[config.mk]
export PLATFORM = sky130hd
export DESIGN_NAME = tile_cmd_sched
export DESIGN_NICKNAME = d
export VERILOG_FILES = /design/src/rtl/tile_cmd_sched.sv
export SDC_FILE = /design/constraint.sdc
export NUM_CORES = 1
export LEC_CHECK = 0
export ABC_CLOCK_PERIOD_IN_PS = 6240
export CORE_MARGIN = 1.5
export CORE_UTILIZATION = 55
export DETAILED_ROUTE_END_ITERATION = 7
export MAX_ROUTING_LAYER = met4
export PLACE_DENSITY_LB_ADDON = 0.1
export RECOVER_POWER = 25
export SETUP_SLACK_MARGIN = 0.5
export SLEW_MARGIN = 20
export SYNTH_ARGS = -nofsm -noshare
export SYNTH_HDL_FRONTEND = slang
export SYNTH_SLANG_ARGS = --single-unit
[constraint.sdc]
create_clock -name clk -period 6.24 [get_ports clk]
set_clock_uncertainty 0.15 [all_clocks]
set_input_delay 1.872 -clock clk [delete_from_list [all_inputs] [get_ports clk]]
set_output_delay 1.872 -clock clk [all_outputs]
set_load 0.02 [all_outputs]
[src/rtl/tile_cmd_sched.sv]
// APB3 command scheduler: CPU pushes 32-bit tile commands into a FIFO, and a period timer releases one per tick.
// Latency: out_valid rises the cycle after a tick if the FIFO is non-empty. APB has zero wait states and prdata is combinational in the access phase.
// Backpressure: out_valid/out_data stay stable until out_ready. A CMD write to a full FIFO is dropped with pslverr.
// Ports: clk/res (async active-low), APB3 slave (psel, penable, pwrite, paddr, pwdata, prdata, pready, pslverr),
//        command stream (out_valid, out_data, out_ready) and the period pulse tick.
// Optional macro TILE_SCHED_IRQ_EN adds the irq output, CTRL[15:8] LOWMARK and CTRL[2] IRQ_MASK.
module tile_cmd_sched #(
  parameter int DEPTH    = 8,
  parameter int PERIOD_W = 24,
  parameter int ADDR_W   = 8
) (
  input  logic              clk,
  input  logic              res,
  input  logic              psel,
  input  logic              penable,
  input  logic              pwrite,
  input  logic [ADDR_W-1:0] paddr,
  input  logic [31:0]       pwdata,
  output logic [31:0]       prdata,
  output logic              pready,
  output logic              pslverr,
  output logic              out_valid,
  output logic [31:0]       out_data,
  input  logic              out_ready,
  output logic              tick
`ifdef TILE_SCHED_IRQ_EN
  ,
  output logic              irq
`endif
);

  localparam int AW = $clog2(DEPTH);
  localparam int CW = AW + 1;

  typedef enum logic [1:0] {S_IDLE = 2'd0, S_WAIT = 2'd1, S_ISSUE = 2'd2} state_t;

  state_t              state, state_nxt;
  logic [31:0]         mem [DEPTH];
  logic [AW-1:0]       wr_ptr, rd_ptr;
  logic [CW-1:0]       count;
  logic                en, ovf, und;
  logic [PERIOD_W-1:0] period, cnt, per_m1;
`ifdef TILE_SCHED_IRQ_EN
  logic [7:0]          lowmark;
  logic                irq_mask;
`endif

  // APB decode
  logic       access, wr_acc, rd_acc;
  logic [1:0] reg_sel;
  logic       cmd_wr, stat_wr, ctrl_wr, per_wr;
  logic       full, empty, flush, push, pop, en_nxt;

  assign access  = psel & penable;
  assign wr_acc  = access & pwrite;
  assign rd_acc  = access & ~pwrite;
  assign reg_sel = paddr[3:2];
  assign cmd_wr  = wr_acc & (reg_sel == 2'd0);
  assign stat_wr = wr_acc & (reg_sel == 2'd1);
  assign ctrl_wr = wr_acc & (reg_sel == 2'd2);
  assign per_wr  = wr_acc & (reg_sel == 2'd3);

  assign full    = (count == CW'(DEPTH));
  assign empty   = (count == '0);
  assign flush   = ctrl_wr & pwdata[1];
  // Fullness is judged before any same-cycle pop, so a push at full is always rejected.
  assign push    = cmd_wr & ~full & ~flush;
  assign pop     = (state == S_ISSUE) & out_ready & ~flush;
  assign en_nxt  = ctrl_wr ? pwdata[0] : en;

  assign pready  = 1'b1;
  assign pslverr = cmd_wr & full;

  // Period timer: PERIOD=0 behaves as 1, i.e. expiry on every cycle.
  assign per_m1 = (period == '0) ? '0 : period - PERIOD_W'(1);
  assign tick   = en & (cnt == per_m1);

  always_ff @(posedge clk or negedge res) begin
    if (!res)                cnt <= '0;
    else if (!en || per_wr)  cnt <= '0;
    else if (tick)           cnt <= '0;
    else                     cnt <= cnt + PERIOD_W'(1);
  end

  // Control/status registers
  always_ff @(posedge clk or negedge res) begin
    if (!res) begin
      en     <= 1'b0;
      period <= '0;
      ovf    <= 1'b0;
      und    <= 1'b0;
`ifdef TILE_SCHED_IRQ_EN
      lowmark  <= '0;
      irq_mask <= 1'b0;
`endif
    end else begin
      en <= en_nxt;
      if (per_wr) period <= pwdata[PERIOD_W-1:0];
`ifdef TILE_SCHED_IRQ_EN
      if (ctrl_wr) begin
        lowmark  <= pwdata[15:8];
        irq_mask <= pwdata[2];
      end
`endif
      // Setting wins over a same-cycle W1C clear.
      ovf <= (ovf & ~(stat_wr & pwdata[10])) | (cmd_wr & full);
      und <= (und & ~(stat_wr & pwdata[11])) | ((state == S_WAIT) & tick & empty);
    end
  end

  // FIFO pointers and occupancy
  always_ff @(posedge clk or negedge res) begin
    if (!res) begin
      wr_ptr <= '0;
      rd_ptr <= '0;
      count  <= '0;
    end else if (flush) begin
      wr_ptr <= '0;
      rd_ptr <= '0;
      count  <= '0;
    end else begin
      if (push) wr_ptr <= wr_ptr + AW'(1);
      if (pop)  rd_ptr <= rd_ptr + AW'(1);
      if (push && !pop)      count <= count + CW'(1);
      else if (pop && !push) count <= count - CW'(1);
    end
  end

  always_ff @(posedge clk) begin
    if (push) mem[wr_ptr] <= pwdata;
  end

  // FSM state register
  always_ff @(posedge clk or negedge res) begin
    if (!res) state <= S_IDLE;
    else      state <= state_nxt;
  end

  // FSM next state; ticks while in ISSUE are deliberately ignored.
  always_comb begin
    state_nxt = state;
    case (state)
      S_IDLE:  if (en) state_nxt = S_WAIT;
      S_WAIT:  if (!en) state_nxt = S_IDLE;
               else if (tick && !empty) state_nxt = S_ISSUE;
      S_ISSUE: if (pop) state_nxt = en ? S_WAIT : S_IDLE;
      default: state_nxt = S_IDLE;
    endcase
    // Flush abandons an in-flight command without a handshake.
    if (flush) state_nxt = en_nxt ? S_WAIT : S_IDLE;
  end

  // FSM outputs
  always_comb begin
    out_valid = (state == S_ISSUE);
  end

  // Head is captured on entry to ISSUE; it cannot change until the pop, and it holds afterwards.
  always_ff @(posedge clk or negedge res) begin
    if (!res)                                          out_data <= '0;
    else if (state_nxt == S_ISSUE && state != S_ISSUE) out_data <= mem[rd_ptr];
  end

  // Read mux
  logic [31:0] status_rd, ctrl_rd, per_rd;
  always_comb begin
    status_rd        = '0;
    status_rd[7:0]   = 8'(count);
    status_rd[8]     = full;
    status_rd[9]     = empty;
    status_rd[10]    = ovf;
    status_rd[11]    = und;
    status_rd[13:12] = state;
    ctrl_rd          = '0;
    ctrl_rd[0]       = en;
`ifdef TILE_SCHED_IRQ_EN
    ctrl_rd[2]       = irq_mask;
    ctrl_rd[15:8]    = lowmark;
`endif
    per_rd                 = '0;
    per_rd[PERIOD_W-1:0]   = period;
    prdata = '0;
    if (rd_acc) begin
      case (reg_sel)
        2'd1:    prdata = status_rd;
        2'd2:    prdata = ctrl_rd;
        2'd3:    prdata = per_rd;
        default: prdata = '0;
      endcase
    end
  end

`ifdef TILE_SCHED_IRQ_EN
  assign irq = ~irq_mask & ((en & (8'(count) <= lowmark)) | ovf | und);
`endif

endmodule

# After elaboration in Yosys (flattened, before gate mapping)
# Memory sizes are Yosys's and may differ from the RTL's. A register that Yosys moved wholly into a read port is not among the register bits.
# Index checks and enable logic that the tools add are counted.
# classes
add_sub_neg	6
reduce_logical	17
mux	23
bitwise_logic	27
n_eq_ne	9
# op_table
op	count
24-bit 2-to-1 mux	4
24-bit one-hot mux with 3 select lines	1
24-bit by 1-bit adder with 24-bit output (second input constant)	1
24-bit equality test	1
24-bit logical NOT	1
24-bit by 1-bit subtractor with 24-bit output (second input constant)	1
1-bit AND	20
3-bit 2-to-1 mux	4
4-bit 2-to-1 mux	3
2-bit 2-to-1 mux	5
2-bit equality test (second input constant)	4
3-bit by 1-bit adder with 3-bit output (second input constant)	2
2-bit one-hot mux with 3 select lines	1
1-bit logical NOT	5
1-bit 2-to-1 mux	5
1-bit NOT	5
4-bit by 1-bit adder with 4-bit output (second input constant)	1
2-bit by 1-bit equality test with 1-bit output (second input constant)	2
4-bit equality test (second input constant)	1
1-bit logical AND	4
2-bit logical NOT	2
4-bit logical NOT	1
2-bit nonzero test	2
4-bit by 1-bit subtractor with 4-bit output (second input constant)	1
other kinds (4)	5
# word_totals
input_bits	46
mem_count	1
output_inout_bits	68
ram_bits	256
word_cells	92
reg_bits	63
# mem_list
name	depth	width	rd	rd_ports_with_merged_regs	write_ports	line_no	rtl
mem	8	32	1	1	1	38	logic [31:0] mem [DEPTH];

# Logic depth before layout (Yosys ltp)
# Gate-level depths: netlist of run 1.
# depth
ltp_word	11
depth_mapped	14

# Worst setup path after synthesis of run 1
# OpenSTA, ideal clock, no wires.
# synth_timing
path_kind	input -> register
startpoint	input port paddr[3]
endpoint	memory mem[2][0], enable pin
t_arrival_ns	6.150
path_buffers	2
required_time_ns	5.577
setup_time_ns	0.513
path_slack_ns	-0.573
stages	4
path_cell_list	clkbuf_1 -> or4_1 -> clkbuf_1 -> nor4b_1
# synth_via
elab_chain_cells	7
word_cells_on_any_way	10
# synth_lines
element	line_no	rtl
start: declaration	17	input logic [ADDR_W-1:0] paddr,
2-bit equality test	60	assign ctrl_wr = wr_acc & (reg_sel == 2'd2);
1-bit AND	60	
1-bit AND	65	assign flush = ctrl_wr & pwdata[1];
1-bit NOT	67	assign push = cmd_wr & ~full & ~flush;
1-bit AND *	67	
1-bit 2-to-1 mux *	130	if (push) mem[wr_ptr] <= pwdata;
1-bit 2-to-1 mux (implied by the code) *	130	
end: declaration	38	
# Every way passes the cells marked *; elsewhere a longest branch is shown, timed or not.

# Worst setup path in the final report of run 1
# layout_timing
startpoint	input port paddr[3]
endpoint	output port prdata[0]
# layout_via
elab_chain_cells	3
word_cells_on_any_way	5
# layout_lines
element	line_no	rtl
2-bit equality test / 2-bit by 1-bit equality test with 1-bit output (equally long branches)	184	case (reg_sel)
24-bit one-hot mux with 3 select lines *	184	
24-bit 2-to-1 mux *	183	if (rd_acc) begin
end: declaration	19	output logic [31:0] prdata,
# Marked as above.

==> flow_summary.toml, run 1 <==
[grt]
grt_pass1_vias = 8715
grt_max_degree = 52
gr-total-overflow = 0
antenna_found_initial = 1
grt_pass1_wl_um = 51100
grt_usage = 0.245

[synthesis]
yosysSeqAreaShare = 0.656
synth-seq-cells = 351
synth.avg_cell_area_sq_um = 16.0
syn-cell-area_sq_um = 15400
synth_cell_types = 72
synthCells = 959
synth_flop_cell = "edfxtp_1"
ys_warn_count = 0
synth_edf_count = 256
async_flop_share = 0.271

[outcome]
status = "finished with violations"
violations = "capacitance limit, slew limit"

[sta]
finalCritPeriodShare = 0.903
final_hold_viol_count = 0
final-setup-viol-count = 0
rsz0062_at_grt = "true"
fin_setup_tns_ps = 0
max_freq_ghz = 0.177
tightest_slew_ps = 2430
hold_ws_ps = 331
post-route-min-period_ps = 5640
slew_violations = 41
setup_ws_ps = 605
slew_headroom = -0.618

[run]
max_cap_viol_count = 1

[power]
p_leak_nw = 6.45
peakVddDrop_uv = 278
powerDensity_nw_per_um2 = 304

[critical_path]
critPathMaxStageDelay_ps = 680
reg2reg_depth = 11
cpMostUsedCell = "clkdlybuf4s50_1"
crit_chain = "clkdlybuf4s50_1 -> mux2i_1 -> nor2_1 -> a31oi_1 -> nor3_1 -> clkdlybuf4s50_1"
worstSetupStartpointType = "input pin"
path_buf_inv = 2
path_delay_family = "buffers and inverters"
slowest_stage = "clkdlybuf4s50_1"
cp_data_required_time_ps = 4220
cp.depth = 6
crit_arrival_ps = 3610
end_kind = "output port"
path_class = "input pin to output port"
crit_fanout = 9

[clocking]
hold_buffers = 0
cts-root-buf = "clkbuf_16"
cts_buffers = 37
insertion_delay_ps = 520
h-tree-depth = 2
clk_path_buf_depth = 3
path_clk_slew_ps = 60
cts_tree = "yes"
cts.sinks = 351

[placed_design]
io_buffers = 98
globalplace.congestion = 0.885
pre_cts_slack_ps = 243
dp_hpwl_um = 20300

[detailed_routing]
drc = 0
dr.first_iter.drc_count = 627
wl_um = 33000
drtAntennaViolNets = 0
avgRoutedWirePerCell_um = 22.4
viasPerCell = 5.89
drtPass1Iterations = 5
dr_total_vias = 8688

[hold_path]
whs_path_depth = 1
hp-class = "flop to flop"

[final_layout]
register_area_sq_um = 10100
layout-drive-gt1-share = 0.229
multiInputGateArea_sq_um = 5100
area_delta_synth_final_pct = 17.3
nets = 1126
fillers = 1968

[die]
start_util = 0.565
core_area_sq_um = 27200
io_pins = 114
rows = 60
die_area_sq_um = 28900
die_h_um = 170
dieWidth_um = 170
[placed cells by master, fill, tap and decap left out, drive strengths merged, types with 9 or more instances in the layout]
cell type / count
edfxtp: 256
nor3: 18
nand3: 16
nor2: 60
nor4: 13
and3: 10
xnor2: 23
conb: 9
and2: 19
a21oi: 12
clkinv: 11
clkdlybuf4s50: 53
inv: 9
mux4: 64
dlygate4sd3: 20
dlygate4sd2: 9
mux2: 90
mux2i: 10
o21ai: 23
xor2: 23
buf: 30
nand4: 15
dfrtp: 95
nand2: 49
clkbuf: 68
[path summary, 6_finish.rpt]
path / slack, ps / end / start
setup / recovery: 600 / prdata[0] / paddr[3]
hold / removal: 330 / out_data[13] / out_data[13]
setup reg to reg: 2100 / out_data[8] / period[0]
hold reg to reg: 330 / out_data[13] / out_data[13]
max in group asynchronous: 2280 / rd_ptr[0] / res
min in group asynchronous: 1940 / out_data[9] / res
[flip-flops by register name, indices dropped and copies added, names as in the netlist]
name      flops
count         4
cnt          24
mem         256
en            1
state         2
wr_ptr        3
rd_ptr        3
period       24
ovf           1
out_data     32
und           1
[final cells by class]
cell class,count,share of cell area
Antenna cell,1,0.000139
Tap cell,372,0.0258
Clock buffer,52,0.0574
Multi-Input combinational cell,546,0.283
Inverter,9,0.00188
Clock inverter,15,0.0101
Sequential cell,351,0.559
Timing Repair Buffer,128,0.0625
[metrics by stage]
stage	instance area, sq um	util	cells	power [mW]
after floorplan	15400	-	966	3.10
after global placement	16800	0.619	1405	3.30
after detailed placement	16800	0.619	1405	3.31
after CTS	18000	0.663	1472	5.50
after global routing	18000	0.663	1474	5.68
final	18000	0.663	1474	5.47
[repair_timing]
| item | CTS | global route |
|---|---|---|
| gates resized for setup | 24 | 39 |
| cloned | 0 | 0 |
| setup buffers | 0 | 1 |
| pin swaps | 0 | 2 |
| endpoints found under the setup margin | 24 | 15 |
[where the power goes]
part / internal [mW] / switching [mW] / total, mW
sequential: 2.59 / 0.164 / 2.75
combinational: 0.241 / 0.287 / 0.528
clock: 1.32 / 0.870 / 2.19
total: 4.15 / 1.32 / 5.47
[routing by layer]
layer | track usage | vias to the layer above | routed length [um] | share of wire
met5 | - | - | 0 | 0
met4 | 0.0662 | 0 | 622 | 0.019
met3 | 0.0384 | 52 | 1830 | 0.056
met2 | 0.382 | 260 | 15700 | 0.48
met1 | 0.341 | 4456 | 14800 | 0.45
li1 | - | 3920 | - | -
[cell families after synthesis]
group	count (synthesis)	synth area share
fa+ha+maj	7	0.00619
mux	164	0.166
buf+inv	69	0.0218
compound gates	70	0.0322
xor+xnor	48	0.0293
flops	351	0.656
other cells	2	0.000489
simple gates	248	0.0880
[cell usage after synthesis (9+ instances only)]
library cell	number	area (sq um)
xnor2_1	23	201
nor3_1	16	80.1
nor2_1	59	221
nor4_1	12	75.1
dfrtp_1	95	2380
and2_1	19	119
xor2_1	23	201
inv_1	9	33.8
edfxtp_1	256	7690
mux2i_1	10	100
mux2_1	32	360
buf_4	9	67.6
nand3_1	15	75.1
clkbuf_1	37	139
mux4_2	64	1440
nand2_1	49	184
o21ai_0	22	110
a21oi_1	12	60.1
mux2_2	58	653
nand4_1	14	87.6
and3_1	10	62.6
Power figures use the tool's default switching activity.
==> inputs of run 2 (changes only) <==
Settings changed: CORE_MARGIN 1.5 to 1.
==> run 2 against run 1 <==
  * Highest routed layer unchanged
  * Sequential share of layout area hardly changed
  * Hold slack worse by 2.3 ps
  * Via count is 0.25% lower
  * The flow now finishes without violations
  * Critical path type unchanged
  * Cell count is 0.34% lower
==> flow_summary.toml, run 2 (same netlist as run 1, synthesis figures left out) <==
[outcome]
status = "complete, no violations"

[critical_path]
cpMostUsedCell = "clkdlybuf4s50_1"
reg2reg_depth = 12
end_kind = "output port"
crit_arrival_ps = 3590
reg2reg_to = "cnt[12]"
slowest_stage = "clkdlybuf4s50_1"
rrSetupSlack_ps = 2090
cp_data_required_time_ps = 4220
path_class = "input pin to output port"
rr_startpoint = "period[0]"
critPathMaxStageDelay_ps = 670
crit_chain = "clkdlybuf4s50_1 -> mux2i_1 -> nor2_1 -> a31oi_1 -> nor3_1 -> clkdlybuf4s50_1"
crit_fanout = 9
worstSetupStartpointType = "input pin"

[hold_path]
worstHoldEndpoint = "out_data[28]"
worstHoldStart = "out_data[28]"
whs_path_depth = 1
hp-class = "flop to flop"

[power]
peakVddDrop_uv = 213
powerDensity_nw_per_um2 = 306
p_leak_nw = 6.44

[clocking]
path_clk_slew_ps = 60
hold_buffers = 0
clk_path_buf_depth = 3
cts_tree = "yes"
h-tree-depth = 2
cts_setup_buffers = 0
insertion_delay_ps = 520
cts-root-buf = "clkbuf_16"
cts.sinks = 351
cts_buffers = 37

[final_layout]
layout-drive-gt1-share = 0.230
final_common_cell = "edfxtp_1"
nets = 1121
mostFrequentLayoutCells = "edfxtp_1 (256), dfrtp_1 (93), mux4_2 (64), nor2_1 (58), mux2_2 (58)"
fillers = 1985
largest_reg_flops = 256
register_area_sq_um = 10100
area_delta_synth_final_pct = 17.4
reg_top3 = "mem: 256 flops, out_data: 32 flops"
final_core_util = 0.663
multiInputGateArea_sq_um = 5120
largest_register = "mem"

[run]
max_cap_viol_count = 0

[die]
start_util = 0.565
core_area_sq_um = 27200
dieWidth_um = 169
die_area_sq_um = 28600
rows = 60
die_h_um = 169
io_pins = 114

[detailed_routing]
avgRoutedWirePerCell_um = 21.8
dr.first_iter.drc_count = 764
drtAntennaViolNets = 0
drtPass1Iterations = 5
drc = 0
dr_total_vias = 8666
viasPerCell = 5.90
wl_um = 32000

[placed_design]
pre_cts_slack_ps = 232
dp_hpwl_um = 19500
io_buffers = 98
globalplace.congestion = 0.897

[grt]
grt_pass1_vias = 8782
grt_usage = 0.243
grt_max_degree = 64
antenna_found_initial = 2
gr-total-overflow = 0
grt_pass1_wl_um = 50900

[sta]
final-setup-viol-count = 0
max_freq_ghz = 0.178
post-route-min-period_ps = 5610
slew_headroom = 0.306
slew_violations = 0
fin_setup_tns_ps = 0
final_hold_viol_count = 0
tightest_slew_ps = 1040
rsz0062_at_grt = "true"
finalCritPeriodShare = 0.899
setup_ws_ps = 630
run 2: power by group:
part | switching, mW | total, mW | internal [mW]
registers | 0.170 | 2.76 | 2.59
logic | 0.294 | 0.539 | 0.245
clock network | 0.884 | 2.23 | 1.34
total | 1.35 | 5.52 | 4.17
run 2: layer usage:
layer  vias to the layer above  share of wire  global-route usage  routed length, um
met5                         -              0                   -                  0
met4                         0          0.016              0.0529                516
met3                        48          0.053              0.0353               1700
met2                       262           0.48               0.376              15300
met1                      4439           0.45               0.347              14500
li1                       3917              -                   -                  -
run 2: how the worst max path moves through the flow:
| stage | start | end | slack [ps] | cells past startpoint |
|---|---|---|---|---|
| floorplan | paddr[3] | mem[3][0] | 590 | 4 |
| global placement | paddr[2] | prdata[17] | 250 | 7 |
| detailed placement | paddr[2] | prdata[7] | 230 | 7 |
| CTS | period[0] | tick | 500 | 12 |
| global route | period[0] | tick | 390 | 12 |
| finish | paddr[3] | prdata[0] | 630 | 6 |
run 2: area by class of cell:
type                            count  share of cell area
Sequential cell                   351               0.559
Multi-Input combinational cell    546               0.284
Timing Repair Buffer              123              0.0599
Clock buffer                       44              0.0546
Tap cell                          372              0.0258
Clock inverter                     23              0.0148
Inverter                            9             0.00187
Antenna cell                        1            0.000139
run 2: worst max-delay path: cells and delay by family:
kind            cells  cell delay (ps)
compound gates      1               50
buf+inv             2             1300
mux                 1              130
simple gates        2              240
run 2: stage by stage:
step | total power, mW | instances | instance area [sq um] | hold WS (ps)
after global routing | 5.73 | 1469 | 18000 | 348
after CTS | 5.57 | 1468 | 18100 | 337
final | 5.52 | 1469 | 18000 | 329
after detailed placement | 3.32 | 1401 | 16800 | 324
after global placement | 3.31 | 1401 | 16800 | 316
after floorplan | 3.10 | 966 | 15400 | 296
run 2: what timing repair did:
item                                    4_1_cts  5_1_grt
endpoints found under the hold margin         0        0
resized for setup                            32       32
endpoints found under the setup margin       24       15
cloned                                        0        0
